==> config.mk <==
export PLATFORM = sky130hd
export DESIGN_NAME = mem_dump_reader
export DESIGN_NICKNAME = d
export VERILOG_FILES = /design/src/rtl/mem_dump_reader.sv
export SDC_FILE = /design/constraint.sdc
export NUM_CORES = 1
export LEC_CHECK = 0
export CORE_MARGIN = 3
export CORE_UTILIZATION = 35
export DETAILED_ROUTE_END_ITERATION = 8
export PLACE_DENSITY_LB_ADDON = 0.3
export SYNTH_ARGS = -nofsm -noshare
export SYNTH_HDL_FRONTEND = slang
export SYNTH_SLANG_ARGS = --single-unit
==> constraint.sdc <==
create_clock -name clk -period 3.6 [get_ports clk]
set_clock_uncertainty 0.2 [all_clocks]
set_input_delay 0.54 -clock clk [delete_from_list [all_inputs] [get_ports clk]]
set_output_delay 0.54 -clock clk [all_outputs]
set_load 0.01 [all_outputs]
==> src/rtl/mem_dump_reader.sv <==
// rtl/mem_dump_reader.sv - BRAM readback sweep engine streaming address-tagged words
// Define MEM_DUMP_CHECKSUM_EN to add the running 32-bit checksum output.
module mem_dump_reader #(
  parameter int WID_MEM   = 32,
  parameter int DEPTH_MEM = 2048,
  parameter int ADDR_W    = $clog2(DEPTH_MEM)
) (
  input  logic               clk,
  input  logic               reset,
  input  logic               start,
  input  logic [ADDR_W-1:0]  first_addr,
  input  logic [ADDR_W-1:0]  last_addr,
  output logic [ADDR_W-1:0]  raddr,
  input  logic [WID_MEM-1:0] rdata,
  output logic               out_valid,
  input  logic               out_ready,
  output logic [WID_MEM-1:0] out_data,
  output logic [ADDR_W-1:0]  out_addr,
  output logic               busy,
  output logic               done
`ifdef MEM_DUMP_CHECKSUM_EN
  ,
  output logic [31:0]        checksum
`endif
);

  localparam logic [1:0] S_IDLE  = 2'd0;
  localparam logic [1:0] S_RUN   = 2'd1;
  localparam logic [1:0] S_DRAIN = 2'd2;

  localparam logic [ADDR_W-1:0] ADDR_MAX = ADDR_W'(DEPTH_MEM - 1);
  localparam logic [ADDR_W:0]   DEPTH_X  = (ADDR_W+1)'(DEPTH_MEM);
  localparam logic [ADDR_W:0]   ONE_X    = (ADDR_W+1)'(1);

  logic [1:0]         state_q, state_d;
  logic [ADDR_W-1:0]  raddr_q, raddr_d;
  logic [ADDR_W:0]    n_q, n_d;
  logic [ADDR_W:0]    issued_q, issued_d;
  logic               inflight_q, inflight_d;
  logic [ADDR_W-1:0]  inflight_addr_q, inflight_addr_d;
  logic [1:0]         buf_cnt_q, buf_cnt_d;
  logic               wr_ptr_q, rd_ptr_q;
  logic [WID_MEM-1:0] fifo_data_q [2];
  logic [ADDR_W-1:0]  fifo_addr_q [2];

  logic               start_acc, pop, pop_buf, push, issue, bypass;
  logic [1:0]         occ;
  logic [ADDR_W:0]    span;

  assign start_acc = (state_q == S_IDLE) && start;
  assign busy      = (state_q != S_IDLE);
  assign done      = (state_q == S_DRAIN) && (buf_cnt_q == 2'd0) && !inflight_q;

  // An empty buffer lets the arriving RAM word go straight to the output;
  // if it is not taken this cycle it lands in the FIFO, keeping the payload stable.
  assign bypass    = (buf_cnt_q == 2'd0) && inflight_q;
  assign out_valid = (buf_cnt_q != 2'd0) || inflight_q;
  assign out_data  = bypass ? rdata : fifo_data_q[rd_ptr_q];
  assign out_addr  = bypass ? inflight_addr_q : fifo_addr_q[rd_ptr_q];
  assign raddr     = raddr_q;

  assign pop     = out_valid && out_ready;
  assign pop_buf = pop && (buf_cnt_q != 2'd0);
  assign push    = inflight_q && !(bypass && pop);

  assign occ   = buf_cnt_q + {1'b0, inflight_q} - {1'b0, pop};
  assign issue = (state_q == S_RUN) && (issued_q < n_q) && (occ < 2'd2);

  assign span = (last_addr >= first_addr) ? ({1'b0, last_addr} - {1'b0, first_addr})
                                          : ({1'b0, last_addr} + DEPTH_X - {1'b0, first_addr});

  always_comb begin
    state_d         = state_q;
    raddr_d         = raddr_q;
    n_d             = n_q;
    issued_d        = issued_q;
    inflight_d      = issue;
    inflight_addr_d = issue ? raddr_q : inflight_addr_q;
    buf_cnt_d       = buf_cnt_q + {1'b0, push} - {1'b0, pop_buf};
    case (state_q)
      S_IDLE: begin
        if (start) begin
          state_d  = S_RUN;
          raddr_d  = first_addr;
          n_d      = span + ONE_X;
          issued_d = '0;
        end
      end
      S_RUN: begin
        if (issue) begin
          raddr_d  = (raddr_q == ADDR_MAX) ? '0 : raddr_q + ADDR_W'(1);
          issued_d = issued_q + ONE_X;
          if (issued_q == n_q - ONE_X) state_d = S_DRAIN;
        end
      end
      S_DRAIN: begin
        if ((buf_cnt_q == 2'd0) && !inflight_q) state_d = S_IDLE;
      end
      default: state_d = S_IDLE;
    endcase
  end

  always_ff @(posedge clk) begin
    if (reset) begin
      state_q         <= S_IDLE;
      raddr_q         <= '0;
      n_q             <= '0;
      issued_q        <= '0;
      inflight_q      <= 1'b0;
      inflight_addr_q <= '0;
      buf_cnt_q       <= 2'd0;
      wr_ptr_q        <= 1'b0;
      rd_ptr_q        <= 1'b0;
      fifo_data_q[0]  <= '0;
      fifo_data_q[1]  <= '0;
      fifo_addr_q[0]  <= '0;
      fifo_addr_q[1]  <= '0;
    end else begin
      state_q         <= state_d;
      raddr_q         <= raddr_d;
      n_q             <= n_d;
      issued_q        <= issued_d;
      inflight_q      <= inflight_d;
      inflight_addr_q <= inflight_addr_d;
      buf_cnt_q       <= buf_cnt_d;
      wr_ptr_q        <= wr_ptr_q ^ push;
      rd_ptr_q        <= rd_ptr_q ^ pop_buf;
      if (push) begin
        fifo_data_q[wr_ptr_q] <= rdata;
        fifo_addr_q[wr_ptr_q] <= inflight_addr_q;
      end
    end
  end

`ifdef MEM_DUMP_CHECKSUM_EN
  localparam int CW = (WID_MEM < 32) ? WID_MEM : 32;

  logic [31:0] checksum_q;
  logic [31:0] sum_term;

  assign sum_term = 32'(out_data[CW-1:0]);
  assign checksum = checksum_q;

  always_ff @(posedge clk) begin
    if (reset) begin
      checksum_q <= '0;
    end else if (start_acc) begin
      checksum_q <= '0;
    end else if (pop) begin
      checksum_q <= checksum_q + sum_term;
    end
  end
`endif

endmodule

### Word level (Yosys, flattened, before mapping)

Memory sizes are Yosys's and may differ from the RTL's. A register that Yosys moved wholly into a read port is not among the register bits.
Index checks and enable logic that the tools add are counted.

* register bits: 53
* bits in writable memories: 86
* output and inout bits: 57
* memories kept: 2

Memory list
* fifo_data_q: words 2, width 32, read ports 1, clocked after Yosys merged registers in 1, write ports 2, line 43 `logic [WID_MEM-1:0] fifo_data_q [2];`
* fifo_addr_q: words 2, width 11, read ports 1, clocked after Yosys merged registers in 1, write ports 2, line 44 `logic [ADDR_W-1:0] fifo_addr_q [2];`

* $add $sub $neg: 11
* $lt $le $gt $ge: 3
* equality and inequality tests: 8
* muxes and demuxes: 28
* bitwise logic cells: 2
* reduce and logical (&&, ||, !) cells: 23

Operators by type and width (number)
* two-way mux 32 bit: 2
* two-way mux 11 bit: 5
* two-way mux 12 bit: 3
* OR reduction 32 bit: 1
* adder 12 x 1 -> 12 bit, second input constant: 2
* case mux 12 bit (2 select lines): 1
* case mux 11 bit (2 select lines): 1
* adder 11 x 12 -> 12 bit, second input constant: 1
* == test 12 bit: 1
* < comparator 12 bit: 1
* subtractor 11 x 11 -> 12 bit: 1
* subtractor 12 x 1 -> 12 bit, second input constant: 1
* subtractor 12 x 11 -> 12 bit: 1
* adder 11 x 1 -> 11 bit, second input constant: 1
* == test 11 bit, second input constant: 1
* greater-or-equal comparator 11 bit: 1
* two-way mux 1 bit: 11
* OR reduction 11 bit: 1
* logical AND 1 bit: 10
* two-way mux 2 bit: 4
* case mux 2 bit (3 select lines): 1
* nonzero test 2 bit: 3
* adder 2 x 1 -> 2 bit: 2
* logical NOT 2 bit: 2
* other kinds (12): 17

### Logic depth before layout (Yosys ltp)

Gate-level depths: netlist (run 1).

* word-level depth: 11
* depth in mapped cells: 12
* depth with buffers taken out: 11

### Least setup slack after synthesis (run 1)

No wires, ideal clock.

* path type: input -> register
* start: in out_ready
* end: mem fifo_addr_q[0][0] (netlist name) (enable)
* data arrival time: 2.743 ns
* slack: 0.205 ns
* cell stages on the path: 3
* cell sequence: nand2_1 -> nand2_1 -> o21bai_1

RTL lines
* from (decl): line 16 `input logic out_ready,`
* to (decl): line 44

### Worst setup path after layout (run 1)

* start: reg buf_cnt_q[1]
* end: reg issued_q[11]

* word-level cells in the longest chain between the ends: 8
* elaborated cells on any way between the ends: 9
* classes of those cells: 2 x add/sub; 1 x order compare; 1 x eq/ne; 5 x reduce/logical

RTL lines
* from (decl): line 41 `logic [1:0] buf_cnt_q, buf_cnt_d;`
* from (signal assigned): line 125 `buf_cnt_q <= buf_cnt_d;`
* parallel branches: the longest is 3 deep, another holds adder 2 x 1 -> 2 bit
* subtractor 2 x 1 -> 2 bit *: line 66 `assign occ = buf_cnt_q + {1'b0, inflight_q} - {1'b0, pop};`
* < comparator 2 bit *: line 67 `assign issue = (state_q == S_RUN) && (issued_q < n_q) && (occ < 2'd2);`
* logical AND 1 bit *: line 67
* inequality test 2 bit (no source line) *
* AND reduction 3 bit (no source line) *
* to (signal assigned): line 122 `issued_q <= issued_d;`
* to (decl): line 38 `logic [ADDR_W:0] issued_q, issued_d;`

Every way passes the cells marked *.
A chain may end at the register's enable or synchronous reset.

==> run_results.csv, run 1 <==
group,metric,value,unit
clocking,htree_levels,4,
sta,min_period,3290,ps
sta,fin_ws,313,ps
layout,drive_gt1_share,8.41,%
power_and_ir_drop,power_leakage,3.58,nW
hold_path,hold_class,"flip-flop to flip-flop",
yosys,synth.area.top_cells,"edfxtp_1 (33%), dfxtp_1 (14%), mux2i_1 (7.3%), and2_1 (7.2%), ha_1 (4.8%)",
floorplan,fp.coreArea,21400,µm²
floorplan,start_util,36.3,%
power_and_ir_drop,peakVddDrop,301,µV
yosys,synth_area_per_cell,9.78,µm²
placement,dp.cells,1170,
grt,grt_start_max_net_pins,59,
setup_path,rr_worst_depth,10,
setup_path,crit_path_end_kind,"flip-flop",
clocking,path_clk_slew,60,ps
floorplan,rows,53,
setup_path,rr_startpoint,"buf_cnt_q[1]$_SDFF_PP0_",
route,wl,18.3,mm
placement,port_buffers,114,
clocking,clock-sinks,139,
floorplan,die_height,155,µm
layout,area.growth.synth_to_final,26.9,%
placement,hpwl,12.9,mm
layout,fin_area,9860,µm²
yosys,synth_cells,794,
yosys,synth_area,7770,µm²
setup_path,arrival,3370,ps
yosys,synth_common_cells,"and2_1 (89), edfxtp_1 (86), nand2_1 (75)",
clocking,cts_setup_buffers,0,
setup_path,path_delay_family,"simple AND/OR/NAND/NOR gates",
clocking,cts_tree,"done",
setup_path,rrSetupSlack,310,ps
setup_path,worst_r2r_endpoint,"issued_q[11]$_SDFFE_PP0P_",
route,via_per_inst,5.02,
sta,fin_hold_ws,288,ps
clocking,cts_buffers,17,
setup_path,cp_num_buf_inv,0,
yosys,yosysWarningCount,0,
placement,dp_slack,40.7,ps
clocking,cts_hold_buf,0,
yosys,yosys.cell_count.top_type,"and2_1",
setup_path,crit_start,"buf_cnt_q[1]$_SDFF_PP0_",
route,drc_errors,0,
yosys,synth_top_area_share,33.3,%
sta,hold_violations,0,
layout,finish.net_count,1003,
yosys,synth_edf_count,86,
sta,finalSetupViolations,0,
floorplan,dieArea,24000,µm²
layout,stdcell_count,1202,
outcome,status,"finished clean",
setup_path,crit_cells,10,
sta,maxSlewHeadroom,26.8,%
yosys,synthFlopType,"edfxtp_1",
setup_path,worstPathMaxFanout,15,
layout,fillers,2024,
power_and_ir_drop,finalPower,5.21,mW
sta,fmax,304,MHz
placement,gp_congestion,0.852,
sta,worst_pin_slew,1100,ps
clocking,clk_path_buf_depth,2,
grt,grt_pass1_wl,29.7,mm
sta,grt_setup_unrepaired,"no",
route,drtPass1Iterations,5,
clocking,ctsResizeCount,0,
layout,postLayoutCoreUtil,46.0,%
sta,maxSlewViolCount,0,
yosys,yosysSeqAreaShare,46.9,%
grt,antenna_found_initial,0,
layout,num_antenna_cells,0,
grt,grt_pass1_vias,5916,
sta,period_share,91.3,%
yosys,postSynth.asyncResetShare,0,%
yosys,ys_ff_latch,139,
yosys,synth_nets,883,
route,num_vias,6030,
floorplan,design.portCount,115,
setup_path,max_stage_delay,540,ps
clocking,insertion_delay,420,ps
power_and_ir_drop,p_per_area,529,nW/µm²
setup_path,crit_path_cell_trace,"or3_1 > and2_1 > ha_1 > nor2b_1 > xnor2_1 > or3_1 > o31a_1 > nor4_2 > xnor2_1 > nor2_1",
run,max_cap_violations,0,
setup_path,cp_data_required_time,3690,ps
route,wl_per_cell,15.2,µm
setup_path,crit_slowest_cell,"o31a_1",
placement,placed_area,9330,µm²
route,drt_iter0_markers,336,
sta,finalSetupTns,0,ps
clocking,ctsRootBufferMaster,"clkbuf_16",
floorplan,fp.dieW,155,µm
setup_path,crit_type,"flip-flop to flip-flop",
yosys,ys_types,67,
setup_path,cp-endpoint,"issued_q[11]$_SDFFE_PP0P_",
setup_path,start_kind,"flip-flop",
grt,grt_usage,15.3,%
grt,grt_overflow_total,0,
yosys,yosysTopAreaCell,"edfxtp_1",
route,ant_nets,0,
==> final cells by class <==
class                      count  area [µm²]  area share [%]
multi-input combinational    578        3840            38.9
inverter                      35         131            1.33
clock buffer                  18         429            4.35
clock inverter                14        98.8            1.00
timing repair buffer         143        1370            13.9
sequential                   139        3640            37.0
tap                          275         344            3.49
==> per-layer routing <==
layer	vias to the layer above	wire [µm]	global-route usage, %
met3	20	1020	3.03
met1	2806	8610	20.5
met2	163	8480	25.1
met4	0	178	4.37
met5	-	0	0
li1	3041	-	-
==> kinds of logic (layout without fill, tap and decap cells) <==
| group | Yosys count | after routing | share of synthesized area (%) |
|---|---|---|---|
| flip-flops | 139 | 139 | 46.9 |
| multiplexers | 59 | 59 | 7.64 |
| AO/OA/AOI/OAI | 134 | 134 | 10.5 |
| XOR/XNOR | 45 | 45 | 5.07 |
| AND/OR/NAND/NOR | 309 | 309 | 20.7 |
| adder cells (fa/ha/maj) | 31 | 31 | 5.09 |
| buffers and inverters | 77 | 210 | 4.04 |
==> worst min-delay path, delay by kind of cell (launching register included) <==
| kind | cells | cell delay (ps) |
|---|---|---|
| DFF | 1 | 320 |
| and+or+nand+nor | 1 | 60 |
| AOI/OAI and AO/OA | 1 | 50 |
==> state kept, by name (all words and copies together), names as in the netlist <==
name             cells
fifo_data_q         64
fifo_addr_q         22
issued_q            12
n_q                 12
inflight_addr_q     11
raddr               11
buf_cnt_q            2
state_q              2
inflight_q           1
rd_ptr_q             1
wr_ptr_q             1
==> worst min-delay path by stage <==
stage / startpoint / to / cells after the start
after floorplan: n_q[1]$_SDFFE_PP0P_ / n_q[1]$_SDFFE_PP0P_ / 2
after global placement: n_q[1]$_SDFFE_PP0P_ / n_q[1]$_SDFFE_PP0P_ / 2
after detailed placement: n_q[1]$_SDFFE_PP0P_ / n_q[1]$_SDFFE_PP0P_ / 2
after CTS: n_q[1]$_SDFFE_PP0P_ / n_q[1]$_SDFFE_PP0P_ / 2
after global routing: n_q[1]$_SDFFE_PP0P_ / n_q[1]$_SDFFE_PP0P_ / 2
final: n_q[1]$_SDFFE_PP0P_ / n_q[1]$_SDFFE_PP0P_ / 2
==> power breakdown <==
part / total [mW] / leakage [nW] / internal (mW) / switching [mW]
Sequential: 1.95 / 1.32 / 1.82 / 0.128
Clock: 1.55 / 0.242 / 0.877 / 0.675
Combinational: 1.71 / 2.02 / 0.874 / 0.835
==> placed cells by master, fill, tap and decap left out, types with 7 or more instances in the layout <==
master	n
mux2i_1	57
clkbuf_16	17
clkdlybuf4s50_1	114
a211oi_1	7
nor2_1	56
nand2_1	75
inv_1	35
nand3_1	20
buf_4	28
nor3_1	11
o21ai_0	60
and2_1	89
dfxtp_1	52
edfxtp_1	86
xor2_1	19
nand4_1	7
a21oi_1	29
ha_1	30
nor4_1	8
xnor2_1	26
Note: power is estimated with default switching activity, not from simulation.
==> run 2: changes to the inputs <==
--- a/config.mk
+++ b/config.mk
@@ -8,6 +8,7 @@
 export CORE_MARGIN = 3
 export CORE_UTILIZATION = 35
 export DETAILED_ROUTE_END_ITERATION = 8
+export HOLD_SLACK_MARGIN = 0.08
 export PLACE_DENSITY_LB_ADDON = 0.3
 export SYNTH_ARGS = -nofsm -noshare
 export SYNTH_HDL_FRONTEND = slang
==> results of run 2 <==
The final DEF is identical to that of run 1; final timing and power are the same.
